==> src/rtl/svk_axi_wr_arb.sv <==
`default_nettype none
// ============================================================================
// Module   : svk_axi_wr_arb
// Brief    : Two-master AXI write arbiter: round-robin AW grant, in-order W routing
//            through a write-order FIFO, ID-tagged B return to the issuing master.
//            Optional QoS-priority AW arbitration via SVK_AXI_WR_ARB_QOS_EN.
// Revision : 1.0 - initial release
// ============================================================================
module svk_axi_wr_arb #(
   parameter int ID_W   = 4,
   parameter int ADDR_W = 32,
   parameter int DATA_W = 64,
   parameter int LEN_W  = 8,
   parameter int OST    = 4
) (
   input  logic                aclk,
   input  logic                aresetn,
   input  logic                m0_awvalid,
   output logic                m0_awready,
   input  logic [ID_W-1:0]     m0_awid,
   input  logic [ADDR_W-1:0]   m0_awaddr,
   input  logic [LEN_W-1:0]    m0_awlen,
   input  logic [2:0]          m0_awsize,
   input  logic [1:0]          m0_awburst,
   input  logic [3:0]          m0_awqos,
   input  logic                m0_wvalid,
   output logic                m0_wready,
   input  logic [DATA_W-1:0]   m0_wdata,
   input  logic [DATA_W/8-1:0] m0_wstrb,
   input  logic                m0_wlast,
   output logic                m0_bvalid,
   input  logic                m0_bready,
   output logic [ID_W-1:0]     m0_bid,
   output logic [1:0]          m0_bresp,
   input  logic                m1_awvalid,
   output logic                m1_awready,
   input  logic [ID_W-1:0]     m1_awid,
   input  logic [ADDR_W-1:0]   m1_awaddr,
   input  logic [LEN_W-1:0]    m1_awlen,
   input  logic [2:0]          m1_awsize,
   input  logic [1:0]          m1_awburst,
   input  logic [3:0]          m1_awqos,
   input  logic                m1_wvalid,
   output logic                m1_wready,
   input  logic [DATA_W-1:0]   m1_wdata,
   input  logic [DATA_W/8-1:0] m1_wstrb,
   input  logic                m1_wlast,
   output logic                m1_bvalid,
   input  logic                m1_bready,
   output logic [ID_W-1:0]     m1_bid,
   output logic [1:0]          m1_bresp,
   output logic                s_awvalid,
   input  logic                s_awready,
   output logic [ID_W:0]       s_awid,
   output logic [ADDR_W-1:0]   s_awaddr,
   output logic [LEN_W-1:0]    s_awlen,
   output logic [2:0]          s_awsize,
   output logic [1:0]          s_awburst,
   output logic [3:0]          s_awqos,
   output logic                s_wvalid,
   input  logic                s_wready,
   output logic [DATA_W-1:0]   s_wdata,
   output logic [DATA_W/8-1:0] s_wstrb,
   output logic                s_wlast,
   input  logic                s_bvalid,
   output logic                s_bready,
   input  logic [ID_W:0]       s_bid,
   input  logic [1:0]          s_bresp
);

   localparam int PTR_W = $clog2(OST);
   localparam int CNT_W = $clog2(OST) + 1;
   localparam logic [CNT_W-1:0] OST_CNT = CNT_W'(OST);

   typedef enum logic [0:0] {AW_IDLE = 1'b0, AW_HOLD = 1'b1} aw_state_t;
   typedef enum logic [0:0] {W_IDLE = 1'b0, W_BURST = 1'b1} w_state_t;

   aw_state_t         aw_state_q, aw_state_d;
   w_state_t          w_state_q, w_state_d;
   logic              rr_q, rr_d;
   logic [ID_W:0]     awid_q, awid_d;
   logic [ADDR_W-1:0] awaddr_q, awaddr_d;
   logic [LEN_W-1:0]  awlen_q, awlen_d;
   logic [2:0]        awsize_q, awsize_d;
   logic [1:0]        awburst_q, awburst_d;
   logic [3:0]        awqos_q, awqos_d;
   logic [OST-1:0]    fifo_q, fifo_d;
   logic [PTR_W-1:0]  wr_ptr_q, wr_ptr_d, rd_ptr_q, rd_ptr_d;
   logic [CNT_W-1:0]  cnt_q, cnt_d;
   logic              sel, grant, push, pop, head;

   // sel is the master that would win if a grant were issued this cycle
   always_comb begin
      sel = 1'b0;
      if (m0_awvalid && m1_awvalid) begin
`ifdef SVK_AXI_WR_ARB_QOS_EN
         if (m0_awqos != m1_awqos)
            sel = (m1_awqos > m0_awqos);
         else
            sel = rr_q;
`else
         sel = rr_q;
`endif
      end else begin
         sel = m1_awvalid;
      end
   end

   always_comb begin
      aw_state_d = aw_state_q;
      rr_d       = rr_q;
      awid_d     = awid_q;
      awaddr_d   = awaddr_q;
      awlen_d    = awlen_q;
      awsize_d   = awsize_q;
      awburst_d  = awburst_q;
      awqos_d    = awqos_q;
      grant      = 1'b0;
      push       = 1'b0;
      case (aw_state_q)
         AW_IDLE: begin
            if ((m0_awvalid || m1_awvalid) && (cnt_q != OST_CNT)) begin
               grant      = 1'b1;
               rr_d       = ~sel;
               aw_state_d = AW_HOLD;
               awid_d     = sel ? {1'b1, m1_awid} : {1'b0, m0_awid};
               awaddr_d   = sel ? m1_awaddr  : m0_awaddr;
               awlen_d    = sel ? m1_awlen   : m0_awlen;
               awsize_d   = sel ? m1_awsize  : m0_awsize;
               awburst_d  = sel ? m1_awburst : m0_awburst;
               awqos_d    = sel ? m1_awqos   : m0_awqos;
            end
         end
         AW_HOLD: begin
            if (s_awready) begin
               push       = 1'b1;
               aw_state_d = AW_IDLE;
            end
         end
         default: aw_state_d = AW_IDLE;
      endcase
   end

   // awready is combinational off the grant, so it is masked while reset is held
   assign m0_awready = aresetn & grant & ~sel;
   assign m1_awready = aresetn & grant & sel;
   assign s_awvalid  = (aw_state_q == AW_HOLD);
   assign s_awid     = awid_q;
   assign s_awaddr   = awaddr_q;
   assign s_awlen    = awlen_q;
   assign s_awsize   = awsize_q;
   assign s_awburst  = awburst_q;
   assign s_awqos    = awqos_q;

   always_comb begin
      head      = fifo_q[rd_ptr_q];
      s_wdata   = head ? m1_wdata : m0_wdata;
      s_wstrb   = head ? m1_wstrb : m0_wstrb;
      s_wlast   = head ? m1_wlast : m0_wlast;
      s_wvalid  = 1'b0;
      m0_wready = 1'b0;
      m1_wready = 1'b0;
      if (w_state_q == W_BURST) begin
         s_wvalid  = head ? m1_wvalid : m0_wvalid;
         m0_wready = ~head & s_wready;
         m1_wready = head & s_wready;
      end
      pop = s_wvalid & s_wready & s_wlast;
   end

   always_comb begin
      fifo_d   = fifo_q;
      wr_ptr_d = wr_ptr_q;
      rd_ptr_d = rd_ptr_q;
      if (push) begin
         fifo_d[wr_ptr_q] = awid_q[ID_W];
         wr_ptr_d         = wr_ptr_q + PTR_W'(1);
      end
      if (pop)
         rd_ptr_d = rd_ptr_q + PTR_W'(1);
      cnt_d     = cnt_q + CNT_W'(push) - CNT_W'(pop);
      w_state_d = (cnt_d != '0) ? W_BURST : W_IDLE;
   end

   always_ff @(posedge aclk) begin
      if (!aresetn) begin
         aw_state_q <= AW_IDLE;
         w_state_q  <= W_IDLE;
         rr_q       <= 1'b0;
         awid_q     <= '0;
         awaddr_q   <= '0;
         awlen_q    <= '0;
         awsize_q   <= '0;
         awburst_q  <= '0;
         awqos_q    <= '0;
         fifo_q     <= '0;
         wr_ptr_q   <= '0;
         rd_ptr_q   <= '0;
         cnt_q      <= '0;
      end else begin
         aw_state_q <= aw_state_d;
         w_state_q  <= w_state_d;
         rr_q       <= rr_d;
         awid_q     <= awid_d;
         awaddr_q   <= awaddr_d;
         awlen_q    <= awlen_d;
         awsize_q   <= awsize_d;
         awburst_q  <= awburst_d;
         awqos_q    <= awqos_d;
         fifo_q     <= fifo_d;
         wr_ptr_q   <= wr_ptr_d;
         rd_ptr_q   <= rd_ptr_d;
         cnt_q      <= cnt_d;
      end
   end

   // the extra slave-side ID bit names the master that issued the write
   assign m0_bvalid = s_bvalid & ~s_bid[ID_W];
   assign m1_bvalid = s_bvalid & s_bid[ID_W];
   assign m0_bid    = s_bid[ID_W-1:0];
   assign m1_bid    = s_bid[ID_W-1:0];
   assign m0_bresp  = s_bresp;
   assign m1_bresp  = s_bresp;
   assign s_bready  = s_bid[ID_W] ? m1_bready : m0_bready;

endmodule
`default_nettype wire

==> config.mk <==
export PLATFORM = sky130hd
export DESIGN_NAME = svk_axi_wr_arb
export DESIGN_NICKNAME = d
export VERILOG_FILES = /design/src/rtl/svk_axi_wr_arb.sv
export SDC_FILE = /design/constraint.sdc
export NUM_CORES = 1
export LEC_CHECK = 0
export ABC_AREA = 0
export ABC_CLOCK_PERIOD_IN_PS = 7050
export CAP_MARGIN = 40
export CORE_AREA = 2 2 161 163
export DETAILED_ROUTE_END_ITERATION = 8
export DIE_AREA = 0 0 163 165
export PLACE_DENSITY = 0.6
export REMOVE_ABC_BUFFERS = 1
export SLEW_MARGIN = 20
export SYNTH_ARGS = -nofsm -noshare
export SYNTH_HDL_FRONTEND = slang
export SYNTH_SLANG_ARGS = --single-unit
==> constraint.sdc <==
create_clock -name aclk -period 7.05 [get_ports aclk]
set_input_delay 1.41 -clock aclk [delete_from_list [all_inputs] [get_ports aclk]]
set_output_delay 1.41 -clock aclk [all_outputs]
set_load 0.01 [all_outputs]
* Word level (Yosys, flattened, before mapping)
Index checks and enable logic that the tools add are counted.
W data, S select, Z words.
** Cells by class
- Muxes and demuxes :: 27
- Add/subtract/negate cells :: 4
- Eq/ne operators :: 1
- Bitwise operators :: 13
- Reductions and logical operators :: 6
- Order comparisons :: 3
** Operator list (count)
- $mux W64 :: 1
- $mux W32 :: 1
- $mux W8 :: 2
- $mux W1 :: 15
- $and A1 B1 Y1 :: 9
- $lt A2 B3 Y1 const B :: 2
- $mux W5 :: 1
- $add A2 B1 Y2 const B :: 2
- $bwmux W4 :: 1
- $mux W4 :: 1
- $not A1 Y1 :: 4
- $add A3 B1 Y3 :: 1
- $logic_and A1 B1 Y1 :: 3
- $mux W3 :: 1
- $ne A3 B3 Y1 const B :: 1
- $reduce_bool A3 Y1 :: 1
- $sub A3 B1 Y3 :: 1
- $bmux W1 S2 :: 1
- $demux W1 S2 :: 1
- $ge A2 B1 Y1 const B :: 1
- $mux W2 :: 1
- $pmux W1 S2 :: 1
- $reduce_and A2 Y1 :: 1
- $logic_or A1 B1 Y1 :: 1
** Storage, ports and cells
- Output and inout bits :: 148
- Bits in registers :: 68
- Input bits :: 270
- Word-level logic and storage cells :: 67

* Depth between registers and ports, before layout
Gate-level depths: netlist (run 1).
- Depth after elaboration :: 9
- Mapped depth :: 11

* Least setup slack after synthesis (run 1)
OpenSTA, ideal clock, no wires.
- Path type :: input -> output
- From :: input aresetn
- To :: output m0_awready
- Path slack :: 3299 ps
- Data required time :: 5640 ps
- Arrival :: 2341 ps
- Stages on the path :: 4
- Cell sequence :: buf_2 -> inv_2 -> nor4_4 -> buf_2
** On the way
- Longest elaborated chain between the ends :: 2
** Ends and longest elaborated chain
- start, declared :: RTL line 17 : input logic aresetn,
- $and A1 B1 Y1 (2 in a row) :: RTL line 145 : assign m0_awready = aresetn & grant & ~sel;
- end, declared :: RTL line 19 : output logic m0_awready,
Every way passes these cells.

* Worst setup path after layout (run 1)
Ends and elaborated chain as after synthesis.

==> results of run 1 <==
-- metal layers --
metal	routed length (um)	GRT usage (%)	vias up	part of all wire [%]
met5	13	0	-	0.064
met4	201	2.74	2	0.99
met3	2560	6.96	13	13
met2	10100	25.5	262	49
met1	7540	14.6	2050	37
li1	-	-	2106	-
-- how the worst max path moves through the flow --
stage	end	slack, ns	depth (start not counted)
after floorplan	m0_awready	2.62	2
after global routing	m0_awready	2.14	4
after global placement	m0_awready	2.17	4
after detailed placement	m0_awready	2.18	4
final	m0_awready	2.30	4
after CTS	m0_awready	2.18	4
-- state kept, by name (all words and copies together) (netlist names), 2 cells and up --
register / cells
cnt_q: 3
rd_ptr_q: 2
s_awburst: 2
s_awlen: 8
s_awid: 5
s_awqos: 4
fifo_q: 4
s_awaddr: 32
wr_ptr_q: 2
s_awsize: 3
-- per-stage QoR --
step	cell area, sq um	hold WS, ns
final	8640	0.473
after global routing	8640	0.514
after CTS	8640	0.474
after detailed placement	8290	0.465
after global placement	8290	0.461
after floorplan	3840	0.445
-- Yosys cell counts (6+ instances only) --
master    n  share of area, %
buf_6     8               2.2
ha_1      6               1.8
nand3_1   6              0.73
a21oi_1   6              0.73
a21o_1   55                10
nand2_1  14               1.3
mux2_4   58                21
mux2_2   15               4.1
a22o_1   53                11
nor2_1    6              0.55
buf_2    15               1.8
inv_1    11               1.0
dfxtp_1  68                33
buf_4    12               2.2
mux2i_1   7               1.7
-- worst max-delay path: cells and delay by family --
| family | cells | cell delay (ns) |
|---|---|---|
| buffers and inverters | 3 | 1.44 |
| AND/OR/NAND/NOR | 1 | 0.49 |
-- where the power goes --
group	internal [W]	switching [W]
registers	0.000464	0.0000526
clock network	0.000367	0.000185
logic	0.000434	0.000260
-- cells by family after synthesis --
group,after synthesis
flip-flops,68
XOR/XNOR,3
buffers and inverters,52
AND/OR/NAND/NOR,42
multiplexers,81
AO/OA/AOI/OAI,120
adder cells (fa/ha/maj),7
-- area by class of cell --
| class | instances | share of cell area, % |
|---|---|---|
| repair buffers | 403 | 46.5 |
| multi-input cells | 253 | 28.3 |
| clock buffers | 11 | 2.92 |
| inverters | 12 | 0.521 |
| well taps | 330 | 4.78 |
| flip-flops and latches | 68 | 15.7 |
| clock inverters | 5 | 1.23 |
==> results.toml, run 1 <==
[sta]
layout_setup_ws_ns = 2.30
rsz0062_at_grt = "no"
final_period_minus_worst_setup_slack_ns = 4.75
worstMarginPinSlew_ns = 0.757
slew_headroom_pct = 49.5
tns_ns = 0
hold_viol = 0
timing.fmax_mhz = 210
min_period_over_period_pct = 67.4
setup_viol = 0
slew_viol_final = 0
clock_skew_ns = 0.00660

[worst_setup_path]
r2r_end = "w_state_q$_SDFF_PN0_"
required_ns = 5.64
r2r-start = "rd_ptr_q[0]$_SDFFE_PN0P_"
cp_max_fo = 10
slowest_delay_ns = 0.64
crit_path_start = "aresetn"
r2r_slack_ns = 3.65
path_cells = "clkdlybuf4s50_1 > inv_2 > nor4_4 > clkdlybuf4s50_1"
cp_common_cell = "clkdlybuf4s50_1"
start_kind = "input pin"
crit_slowest_cell = "clkdlybuf4s50_1"
reg2reg_depth = 10
cp-end-kind = "output port"
critPathArrivalTime_ns = 3.34
worstSetupPathType = "input pin to output port"

[die]
die_w_um = 163
core_sq_um = 25000
start_util_pct = 16.4
io_pins = 418
die_h_um = 165
rows = 58
dieArea_sq_um = 26900

[placed_design]
dpl.hpwl_um = 16400
dp_worst_setup_slack_ns = 2.18
io_buffers = 399
place_inst = 1066
gp_congestion = 0.832

[layout]
stdcell_count = 1082
layout_common_cells = "clkdlybuf4s50_1 (399), dfxtp_1 (68), mux2_4 (58)"
final_common_cell = "clkdlybuf4s50_1"
nFillCells = 2570
syn2layout_area_growth_pct = 110
multi_input_area_sq_um = 2440
finish.utilization_pct = 34.5
regArea_sq_um = 1360
drive_gt1_share_pct = 13.2
layout.nets = 1024
antennaDiodeCount = 0

[route]
wl_um = 20400
ant_nets = 0
drt-initial-drc-count = 125
route.detailed.drc = 0
detail_route.vias_per_cell = 4.10
wl_per_cell_um = 18.8
vias = 4433
drt_first_pass_iters = 4

[outcome]
status = "finished clean"

[logic_synthesis]
synth_fa_ha_area_share_pct = 2.31
syn_inst = 373
synth_top_family_by_area = "multiplexers"
synth-compound-area-share_pct = 23.3
netlist_area_sq_um = 4120
synth_top_flop_cell = "dfxtp_1"
synth_edf_count = 0
synthSimpleGateAreaFrac_pct = 5.44
synth_area_per_cell_sq_um = 11.0
synth_xor_area_share_pct = 0.638
async_reset_ff_share_pct = 0
yosysSeqAreaShare_pct = 33.1
ys_types = 35
ys_seq_elements = 68
synth_mux_area_share_pct = 27.5
yosys_warnings = 0

[flow_run]
maxCapViolations = 0

[global_routing]
antenna_found_initial = 1
grt_pass1_wl_um = 28200
gr-total-overflow = 0
grt_max_degree = 56
gr-usage-all-layers_pct = 14.0
grt_pass1_vias = 4621

[clocking]
clock_latency_ns = 0.33
cts_tree = "done"
cts_inserted_buffers = 9
cts.sink_count = 68
clk_path_buf_depth = 2
path_clk_slew_ns = 0.06
cts_setup_buffers = 0
post_cts_resized = 0
clock-root-buffer = "clkbuf_16"
hold_buffers = 0
cts_max_level = 3

[hold_path]
min_path_type = "flop to flop"
hold_end = "fifo_q[2]$_SDFFE_PN0P_"
worstHoldStart = "fifo_q[2]$_SDFFE_PN0P_"
holdPathStages = 2

[pwr]
max-vdd-ir-drop_uv = 171
power.density_nw_per_um2 = 204
p_leak_nw = 3.67
total_power_w = 0.00176
Power figures use the tool's default switching activity.
==> inputs of run 2 (changes only) <==
ABC_CLOCK_PERIOD_IN_PS = 3900   (was 7050)
CORE_AREA = 2 2 165 167   (was 2 2 161 163)
DIE_AREA = 0 0 167 169   (was 0 0 163 165)
clock period = 3.9 ns   (was 7.05 ns; I/O delays follow)
==> results.toml, run 2 (synthesis results as in run 1) <==
[die]
core_sq_um = 26500
die_w_um = 167
rows = 60
start_util_pct = 15.5
die_h_um = 169
dieArea_sq_um = 28200
io_pins = 418

[clocking]
cts_max_level = 3
cts_tree = "done"
cts.sink_count = 68
cts_inserted_buffers = 9
clock-root-buffer = "clkbuf_16"
clock_latency_ns = 0.34
post_cts_resized = 0
path_clk_slew_ns = 0.06
clk_path_buf_depth = 2
hold_buffers = 0
cts_setup_buffers = 0

[worst_setup_path]
crit_slowest_cell = "mux4_4"
critPathArrivalTime_ns = 2.89
required_ns = 3.12
worstSetupPathType = "flop to output port"
start_kind = "flop"
cp-end-kind = "output port"
path_cells = "mux4_4 > buf_12 > mux2_2 > clkdlybuf4s50_1"
slowest_delay_ns = 0.84
cp_max_fo = 65

[sta]
clock_skew_ns = 0.00976
worstMarginPinSlew_ns = 0.679
final_period_minus_worst_setup_slack_ns = 3.67
hold_viol = 0
tns_ns = 0
setup_viol = 0
rsz0062_at_grt = "no"
fin_hold_ws_ns = 0.482
timing.fmax_mhz = 273
slew_viol_final = 0
min_period_over_period_pct = 94.1
slew_headroom_pct = 54.7

[route]
drt_first_pass_iters = 4
detail_route.vias_per_cell = 4.13
wl_per_cell_um = 19.4
ant_nets = 0
drt-initial-drc-count = 117
vias = 4522
route.detailed.drc = 0
wl_um = 21200

[global_routing]
grt_pass1_vias = 4665
antenna_found_initial = 1
grt_max_degree = 66
grt_pass1_wl_um = 29600
gr-usage-all-layers_pct = 14.0
gr-total-overflow = 0

[layout]
layout.nets = 1026
largest_reg_flops = 32
design_area_sq_um = 8600
syn2layout_area_growth_pct = 109
final_common_cell = "clkdlybuf4s50_1"
layout_common_cells = "clkdlybuf4s50_1 (399), dfxtp_1 (68), mux2_4 (58)"
nFillCells = 2730
drive_gt1_share_pct = 13.4
finish.utilization_pct = 32.5
stdcell_count = 1096

[outcome]
status = "finished clean"

[placed_design]
io_buffers = 399
gp_congestion = 0.849
place_inst = 1079
dpl.hpwl_um = 17100
place_area_sq_um = 8330

[flow_run]
maxCapViolations = 0

[pwr]
max-vdd-ir-drop_uv = 207
p_leak_nw = 3.64
power.density_nw_per_um2 = 345

[hold_path]
min_path_type = "flop to flop"
run 2: cell types whose count changed in the layout (fill, tap and decap cells not counted):
cell,change
buf_12,+1
buf_4,+1
bufinv_16,-3
clkbuf_8,-2
clkinv_2,+2
clkinvlp_4,+2
diode_2,+1
inv_6,+1
run 2: area by class of cell:
class / count / area [sq um] / area share [%]
antenna: 1 / 2.50 / 0.0291
clock buffer: 9 / 225 / 2.62
clock inverter: 7 / 50.0 / 0.582
inverter: 12 / 45.0 / 0.523
multi-input combinational: 253 / 2440 / 28.4
sequential: 68 / 1360 / 15.8
tap: 341 / 427 / 4.96
timing repair buffer: 405 / 4050 / 47.1
run 2: power by group:
group	switching, W	internal, W	total [W]	leakage [nW]
registers	0.0000984	0.000839	0.000937	0.559
logic	0.000476	0.000789	0.00127	2.96
clock network	0.000334	0.000432	0.000766	0.128
run 2: final timing paths:
check                           startpoint                      to  slack (ns)  cells past startpoint
setup / recovery  rd_ptr_q[0]$_SDFFE_PN0P_              s_wdata[4]        0.23                      4
hold / removal      fifo_q[0]$_SDFFE_PN0P_  fifo_q[0]$_SDFFE_PN0P_        0.48                      2
setup reg to reg  rd_ptr_q[0]$_SDFFE_PN0P_    w_state_q$_SDFF_PN0_        0.65                      9
hold reg to reg     fifo_q[0]$_SDFFE_PN0P_  fifo_q[0]$_SDFFE_PN0P_        0.48                      2
run 2: critical path, delay by kind of cell, from the launching register on:
kind / cells / cell delay (ns)
buffers and inverters: 2 / 0.89
DFF: 1 / 0.46
muxes: 2 / 1.17
run 2: routing by layer:
| metal | vias up | part of all wire, % | GRT usage [%] |
|---|---|---|---|
| met2 | 281 | 50 | 25.4 |
| li1 | 2117 | - | - |
| met4 | 0 | 1.2 | 4.05 |
| met3 | 11 | 10 | 5.14 |
| met1 | 2113 | 38 | 15.2 |
| met5 | - | 0 | 0 |
run 2: metrics by stage:
| stage | power (W) | setup WS, ns |
|---|---|---|
| after floorplan | 0.00144 | 0.0878 |
| after global placement | 0.00222 | 0.542 |
| after detailed placement | 0.00222 | 0.521 |
| after CTS | 0.00303 | 0.148 |
| after global routing | 0.00313 | 0.105 |
| final | 0.00297 | 0.231 |
